`config.mk`:
```
export PLATFORM = sky130hd
export DESIGN_NAME = uart_tx_fifo_flat
export DESIGN_NICKNAME = d
export VERILOG_FILES = /design/src/rtl/uart_tx_fifo_if.sv /design/src/rtl/uart_tx_fifo.sv /design/src/flat_wrapper.sv
export SDC_FILE = /design/constraint.sdc
export NUM_CORES = 1
export LEC_CHECK = 0
export BUFFER_PORTS_ARGS = -buffer_cell sky130_fd_sc_hd__buf_2
export CAP_MARGIN = 30
export CELL_PAD_IN_SITES_DETAIL_PLACEMENT = 0
export CELL_PAD_IN_SITES_GLOBAL_PLACEMENT = 1
export CORE_MARGIN = 3
export CORE_UTILIZATION = 35
export DETAILED_ROUTE_END_ITERATION = 8
export PLACE_DENSITY_LB_ADDON = 0.1
export SLEW_MARGIN = 5
export SYNTH_ARGS = -nofsm -noshare
export SYNTH_HDL_FRONTEND = slang
export SYNTH_SLANG_ARGS = --single-unit
```
`constraint.sdc`:
```
create_clock -name clk -period 7 [get_ports clk]
set_clock_uncertainty 0.15 [all_clocks]
set_input_delay 0.7 -clock clk [delete_from_list [all_inputs] [get_ports clk]]
set_output_delay 0.7 -clock clk [all_outputs]
set_load 0.01 [all_outputs]
```
`src/rtl/uart_tx_fifo_if.sv`:
```
// Write-side interface of the UART transmitter FIFO.
//   sdata      : byte to enqueue (DATA_BITS wide)
//   tx_valid   : sdata is valid this cycle
//   tx_ready   : FIFO can accept a byte (not full)
//   fifo_count : number of queued bytes, excluding the frame on the line
// master = producer of bytes, slave = the transmitter.
interface uart_tx_fifo_if #(
  parameter int unsigned DATA_BITS  = 8,
  parameter int unsigned FIFO_DEPTH = 16
) ();
  logic [DATA_BITS-1:0]          sdata;
  logic                          tx_valid;
  logic                          tx_ready;
  logic [$clog2(FIFO_DEPTH):0]   fifo_count;

  modport master (
    output sdata,
    output tx_valid,
    input  tx_ready,
    input  fifo_count
  );

  modport slave (
    input  sdata,
    input  tx_valid,
    output tx_ready,
    output fifo_count
  );
endinterface

```
`src/rtl/uart_tx_fifo.sv`:
```
// UART transmitter with an input FIFO.
// Bytes written through the interface are queued and sent as frames
// (start, DATA_BITS LSB first, optional parity, STOP_BITS stop bits),
// each bit lasting T = 2*CLK_PER_HALF_BIT clk cycles. Frames go out
// back-to-back while the FIFO holds data.
//   clk     : clock, rising edge
//   rstn    : asynchronous active-low reset
//   wr      : write interface (sdata/tx_valid in, tx_ready/fifo_count out)
//   tx_busy : frame in flight or FIFO not empty
//   txd     : registered serial line, idle high
module uart_tx_fifo #(
  parameter int unsigned CLK_PER_HALF_BIT = 5208,
  parameter int unsigned DATA_BITS        = 8,
  parameter int unsigned PARITY           = 0,
  parameter int unsigned STOP_BITS        = 1,
  parameter int unsigned FIFO_DEPTH       = 16
) (
  input  logic          clk,
  input  logic          rstn,
  uart_tx_fifo_if.slave wr,
  output logic          tx_busy,
  output logic          txd
);

  localparam int unsigned BitT   = 2 * CLK_PER_HALF_BIT;
  localparam int unsigned CntW   = $clog2(BitT);
  localparam int unsigned PtrW   = $clog2(FIFO_DEPTH);
  localparam int unsigned CountW = PtrW + 1;

  typedef enum logic [2:0] {StIdle, StStart, StData, StParity, StStop} state_e;

  state_e               state_q, state_d;
  logic [CntW-1:0]      cnt_q, cnt_d;
  logic [2:0]           idx_q, idx_d;
  logic [DATA_BITS-1:0] shift_q, shift_d;
  logic                 par_q, par_d;
  logic                 txd_q, txd_d;
  logic [CountW-1:0]    count_q, count_d;
  logic [PtrW-1:0]      wr_ptr_q, rd_ptr_q;
  logic [DATA_BITS-1:0] mem_q [FIFO_DEPTH];

  logic                 tx_ready;
  logic                 do_wr;
  logic                 load;
  logic                 bit_end;
  logic [DATA_BITS-1:0] head;
  logic                 head_par;

  assign tx_ready = (count_q != CountW'(FIFO_DEPTH));
  assign do_wr    = wr.tx_valid && tx_ready;
  assign bit_end  = (cnt_q == CntW'(BitT - 1));
  assign head     = mem_q[rd_ptr_q];
  // Even parity is the XOR of the payload; odd parity is its inverse.
  assign head_par = (^head) ^ (PARITY == 1);

  always_comb begin
    state_d = state_q;
    cnt_d   = bit_end ? '0 : cnt_q + CntW'(1);
    idx_d   = idx_q;
    shift_d = shift_q;
    par_d   = par_q;
    txd_d   = txd_q;
    load    = 1'b0;
    unique case (state_q)
      StIdle: begin
        cnt_d = '0;
        txd_d = 1'b1;
        if (count_q != '0) load = 1'b1;
      end
      StStart: begin
        if (bit_end) begin
          state_d = StData;
          idx_d   = '0;
          txd_d   = shift_q[0];
        end
      end
      StData: begin
        if (bit_end) begin
          if (idx_q == 3'(DATA_BITS - 1)) begin
            if (PARITY != 0) begin
              state_d = StParity;
              txd_d   = par_q;
            end else begin
              state_d = StStop;
              idx_d   = '0;
              txd_d   = 1'b1;
            end
          end else begin
            idx_d   = idx_q + 3'd1;
            shift_d = shift_q >> 1;
            txd_d   = shift_q[1];
          end
        end
      end
      StParity: begin
        if (bit_end) begin
          state_d = StStop;
          idx_d   = '0;
          txd_d   = 1'b1;
        end
      end
      StStop: begin
        if (bit_end) begin
          if (idx_q == 3'(STOP_BITS - 1)) begin
            // Chain straight into the next frame when data is waiting.
            if (count_q != '0) begin
              load = 1'b1;
            end else begin
              state_d = StIdle;
              txd_d   = 1'b1;
            end
          end else begin
            idx_d = idx_q + 3'd1;
          end
        end
      end
      default: begin
        state_d = StIdle;
        txd_d   = 1'b1;
      end
    endcase
    if (load) begin
      state_d = StStart;
      cnt_d   = '0;
      shift_d = head;
      par_d   = head_par;
      txd_d   = 1'b0;
    end
  end

  always_comb begin
    count_d = count_q;
    unique case ({do_wr, load})
      2'b10:   count_d = count_q + CountW'(1);
      2'b01:   count_d = count_q - CountW'(1);
      default: count_d = count_q;
    endcase
  end

  always_ff @(posedge clk or negedge rstn) begin
    if (!rstn) begin
      state_q  <= StIdle;
      cnt_q    <= '0;
      idx_q    <= '0;
      shift_q  <= '0;
      par_q    <= 1'b0;
      txd_q    <= 1'b1;
      count_q  <= '0;
      wr_ptr_q <= '0;
      rd_ptr_q <= '0;
    end else begin
      state_q <= state_d;
      cnt_q   <= cnt_d;
      idx_q   <= idx_d;
      shift_q <= shift_d;
      par_q   <= par_d;
      txd_q   <= txd_d;
      count_q <= count_d;
      if (do_wr) wr_ptr_q <= wr_ptr_q + PtrW'(1);
      if (load)  rd_ptr_q <= rd_ptr_q + PtrW'(1);
    end
  end

  // Storage needs no reset; validity is tracked by count_q.
  always_ff @(posedge clk) begin
    if (do_wr) mem_q[wr_ptr_q] <= wr.sdata;
  end

  assign txd           = txd_q;
  assign tx_busy       = (state_q != StIdle) || (count_q != '0);
  assign wr.tx_ready   = tx_ready;
  assign wr.fifo_count = count_q;

endmodule

```
`src/flat_wrapper.sv`:
```
// flat-port wrapper written by rule: the top's interface ports become plain ports
module uart_tx_fifo_flat 
#(
  parameter int unsigned CLK_PER_HALF_BIT = 5208,
  parameter int unsigned DATA_BITS        = 8,
  parameter int unsigned PARITY           = 0,
  parameter int unsigned STOP_BITS        = 1,
  parameter int unsigned FIFO_DEPTH       = 16
)
  (clk, rstn, tx_busy, txd, wr_sdata, wr_tx_valid, wr_tx_ready, wr_fifo_count);
  uart_tx_fifo_if #(.DATA_BITS(DATA_BITS), .FIFO_DEPTH(FIFO_DEPTH)) wr_i ();
  input  logic clk;
  input  logic rstn;
  output logic tx_busy;
  output logic txd;
  input wire logic [$bits(wr_i.sdata)-1:0] wr_sdata;
  input wire logic [$bits(wr_i.tx_valid)-1:0] wr_tx_valid;
  output wire logic [$bits(wr_i.tx_ready)-1:0] wr_tx_ready;
  output wire logic [$bits(wr_i.fifo_count)-1:0] wr_fifo_count;
  assign wr_i.sdata = wr_sdata;
  assign wr_i.tx_valid = wr_tx_valid;
  assign wr_tx_ready = wr_i.tx_ready;
  assign wr_fifo_count = wr_i.fifo_count;
  uart_tx_fifo #(.CLK_PER_HALF_BIT(CLK_PER_HALF_BIT), .DATA_BITS(DATA_BITS), .PARITY(PARITY), .STOP_BITS(STOP_BITS), .FIFO_DEPTH(FIFO_DEPTH)) u_core (.clk(clk), .rstn(rstn), .wr(wr_i), .tx_busy(tx_busy), .txd(txd));
endmodule
```
==> reports/metrics.csv <==
stage,metric,value,unit
run_status,run status,"finished, final reports clean",
routing,Detailed Routing Iterations Pass 1,4,
sta,total negative slack for setup checks,0,ns
cells_and_area,Filler Cells Inserted,1836,
floorplanning,width of the die,150,µm
synth,number of different library cells in the post-synthesis netlist,49,
clocking,maximum level of the CTS H-tree,4,
synth,prevailing post-synth register cell,sky130_fd_sc_hd__edfxtp_1,
critical_path,maximum single-stage delay on the critical path,0.58,ns
cells_and_area,most frequent standard cell in the layout excluding fill and tap cells,sky130_fd_sc_hd__edfxtp_1,
critical_path,arrival time at the worst endpoint,3.84,ns
cells_and_area,most used cells in the layout excluding fill and tap cells,"sky130_fd_sc_hd__edfxtp_1 (128), sky130_fd_sc_hd__nor2_1 (45), sky130_fd_sc_hd__dfrtp_1 (40)",
min_path,path class of the lowest-slack min-delay path,flop to flop,
cells_and_area,area of combinational cells with multiple inputs,2220,µm²
power_and_ir_drop,P per Cell Area,379,nW/µm²
routing,wire length per cell after detailed routing,20.0,µm
critical_path,worst setup path class,flop to flop,
cells_and_area,share of final-layout standard cells stronger than drive strength 1,0.214,
floorplanning,Die Outline Area,22400,µm²
synth,number of warnings printed during yosys synthesis,0,
clocking,maximum root-to-sink buffer count,2,
synth,sequential-to-total area share from yosys stat,0.677,
placed_design,global placement routability congestion,0.741,
floorplanning,I/O pin total,19,
critical_path,Buf/Inv on CP,1,
power_and_ir_drop,Max IR drop VDD,196,µV
synth,"EDFF count, synth",128,
sta,final count of negative-setup-slack endpoints,0,
floorplanning,number of cell rows,51,
critical_path,Critical Path Sink Type,flop,
sta,Max transition margin,0.420,
cells_and_area,combined flip-flop and latch cell area,4900,µm²
cells_and_area,diodes inserted,0,
global_route,GRT Overall Usage,0.145,
synth,cell count after synthesis,456,
placed_design,Post-DP HPWL,10000,µm
critical_path,CP Data Required Time,7.16,ns
clocking,worst-skew pair later-pin latency,0.43,ns
critical_path,Max Fanout on Critical Path,12,
floorplanning,effective utilization at floorplan,0.363,
global_route,global routing met1 resource utilization,0.216,
critical_path,Critical Path Start Type,flop,
global_route,number of global-route vias before repair,3992,
global_route,met3 Use GR,0.0285,
routing,number of antenna-violating nets in the routed design,0,
global_route,most utilized layer in the global route result,met1,
synth,syn avg cell area,15.9,µm²
placed_design,placed cell areas,7690,µm²
routing,total vias in the final route,3863,
synth,cell area after synthesis,7240,µm²
synth,post-synth net total,480,
sta,Peak Freq,272,MHz
routing,DRT Wirelength,15200,µm
global_route,initial antenna violation count,0,
clocking,post-CTS clock slew at the launch and capture registers of the worst setup and hold paths,0.07,ns
sta,setup repair after global routing missed its margin,no,
critical_path,standard cell with the maximum stage delay on the critical path,sky130_fd_sc_hd__or4_4,
critical_path,crit-path leading delay family,simple AND/OR/NAND/NOR gates,
floorplanning,Core Box Area,19900,µm²
clocking,number of buffers created by CTS,17,
cells_and_area,final non-filler cell area,8280,µm²
global_route,met2 capacity usage during global routing,0.215,
routing,DR DRC count,0,
global_route,first-pass GRT wire length,23900,µm
sta,final-report hold violation count,0,
clocking,clock root buffer,sky130_fd_sc_hd__clkbuf_16,
floorplanning,die extent in y,150,µm
clocking,total clock sinks,170,
synth,async set or reset register ratio after synthesis,0.247,
sta,total count of max-transition violations in the final report,0,
clocking,clock tree from TritonCTS,built,
synth,"flops & latches, synth",170,
routing,violation count after the first detailed-route iteration,269,
routing,number of vias per cell,5.06,
cells_and_area,net count of the finished layout,510,
placed_design,number of input and output port buffers inserted,18,
sta,post-route clock period utilization,0.525,
sta,worst slew pin tran,0.862,ns
sta,crit path time final,3.68,ns
critical_path,cells along the critical path,or3b_1 > or4_4 > o21ai_4 > nand2_2 > inv_1 > ha_1 > xor2_1 > ha_1 > o211ai_1 > a21oi_1 > a31oi_1 > nor2_1 > xor2_1,
job,max capacitance violation total,0,
global_route,Congestion Overflow GR,0,
global_route,pin count of the biggest net entering global routing,35,
cells_and_area,area growth from synthesis to final layout,14.3,%
power_and_ir_drop,cell leakage power,3.02,nW
## area by class of cell
class,count,share of cell area
clock buffers,19,0.0523
repair buffers,33,0.0272
multi-input cells,254,0.268
well taps,265,0.0401
flip-flops and latches,170,0.592
clock inverters,13,0.0159
inverters,10,0.00454
## cell usage after synthesis (2+ instances only)
cell,n,share of area
sky130_fd_sc_hd__edfxtp_1,128,0.53
sky130_fd_sc_hd__nor2_1,45,0.023
sky130_fd_sc_hd__dfrtp_1,41,0.14
sky130_fd_sc_hd__mux4_2,31,0.096
sky130_fd_sc_hd__nand2_1,21,0.011
sky130_fd_sc_hd__mux2i_1,18,0.025
sky130_fd_sc_hd__clkbuf_1,15,0.0078
sky130_fd_sc_hd__a22o_1,14,0.017
sky130_fd_sc_hd__ha_1,13,0.022
sky130_fd_sc_hd__xor2_1,12,0.015
sky130_fd_sc_hd__o21ai_0,11,0.0076
sky130_fd_sc_hd__a21oi_1,10,0.0069
sky130_fd_sc_hd__inv_1,10,0.0052
sky130_fd_sc_hd__xnor2_1,10,0.012
sky130_fd_sc_hd__nand2b_1,6,0.0052
sky130_fd_sc_hd__nand4_1,6,0.0052
sky130_fd_sc_hd__nor3_1,6,0.0041
sky130_fd_sc_hd__nand3_1,5,0.0035
sky130_fd_sc_hd__mux2_2,4,0.0062
sky130_fd_sc_hd__nor2b_1,4,0.0035
sky130_fd_sc_hd__a31oi_1,3,0.0026
sky130_fd_sc_hd__and3_1,3,0.0026
sky130_fd_sc_hd__buf_1,3,0.0016
sky130_fd_sc_hd__buf_2,3,0.0021
sky130_fd_sc_hd__o211ai_1,3,0.0031
sky130_fd_sc_hd__or3_1,3,0.0026
sky130_fd_sc_hd__and2_1,2,0.0017
sky130_fd_sc_hd__nor3b_1,2,0.0021
sky130_fd_sc_hd__nor4_1,2,0.0017
sky130_fd_sc_hd__nor4b_1,2,0.0024
sky130_fd_sc_hd__o21a_1,2,0.0021
## path summary, 6_finish.rpt
kind	slack [ns]	from	to	cells after the start
worst max-delay path	3.32	u_core.cnt_q[9]	u_core.wr.fifo_count[4]	13
worst max register to register	3.32	u_core.cnt_q[9]	u_core.wr.fifo_count[4]	13
min in group asynchronous	0.52	rstn	u_core.idx_q[1]	2
max in group asynchronous	5.66	rstn	u_core.txd	3
worst min register to register	0.33	u_core.cnt_q[0]	u_core.cnt_q[0]	1
worst min-delay path	0.33	u_core.cnt_q[0]	u_core.cnt_q[0]	1
## cells by family (layout without fill, tap and decap cells)
logic type      Yosys count  in the layout  synth area share
flops                   170            170             0.677
buf+inv                  32             75            0.0182
xor+xnor                 22             22            0.0266
fa+ha+maj                13             13            0.0225
simple gates            117            117            0.0816
compound gates           49             49            0.0470
mux                      53             53             0.128
## stage by stage
stage          std cells  hold slack, ns  setup slack (ns)  total power [mW]  utilization
6_report             764           0.329              3.32              3.14        0.416
5_1_grt              764           0.362              3.04              3.32        0.416
4_1_cts              762           0.328              3.32              3.19        0.415
3_5_place_dp         729           0.319              3.34              2.27        0.386
3_3_place_gp         722           0.310              3.38              2.25        0.382
2_1_floorplan        456           0.254              3.56              1.98            -
## state kept, by name, indices dropped and copies added (netlist names)
name	cells
u_core.mem_q	128
u_core.wr.fifo_count	5
u_core.wr_ptr_q	4
u_core.state_q	3
u_core.rd_ptr_q	4
u_core.shift_q	8
u_core.idx_q	3
u_core.cnt_q	14
u_core.txd	1
## metal layers
layer,vias to the layer above,wire length (µm)
met4,0,210
li1,1800,-
met5,-,0
met2,68,6950
met1,1980,7610
met3,15,475
## report_power, final
| part | switching, mW | leakage, nW | internal, mW |
|---|---|---|---|
| sequential | 0.128 | 1.68 | 1.25 |
| clock | 0.408 | 0.283 | 0.502 |
| combinational | 0.466 | 1.05 | 0.389 |
## worst register-to-register path, cell delays in order, from the launching register on
cell and delay, ns:
sky130_fd_sc_hd__dfrtp_1 0.45, sky130_fd_sc_hd__or3b_1 0.43, sky130_fd_sc_hd__or4_4 0.58, sky130_fd_sc_hd__o21ai_4 0.22, sky130_fd_sc_hd__nand2_2 0.26, sky130_fd_sc_hd__inv_1 0.16, sky130_fd_sc_hd__ha_1 0.34, sky130_fd_sc_hd__xor2_1 0.12
sky130_fd_sc_hd__ha_1 0.23, sky130_fd_sc_hd__o211ai_1 0.18, sky130_fd_sc_hd__a21oi_1 0.09, sky130_fd_sc_hd__a31oi_1 0.15, sky130_fd_sc_hd__nor2_1 0.07, sky130_fd_sc_hd__xor2_1 0.14
## repair_timing
action                    CTS  global route
resized for setup           0             0
buffers inserted            0             0
hold buffers                1             0
hold endpoints to repair    8             0
Note: power is estimated with default switching activity, not from simulation.
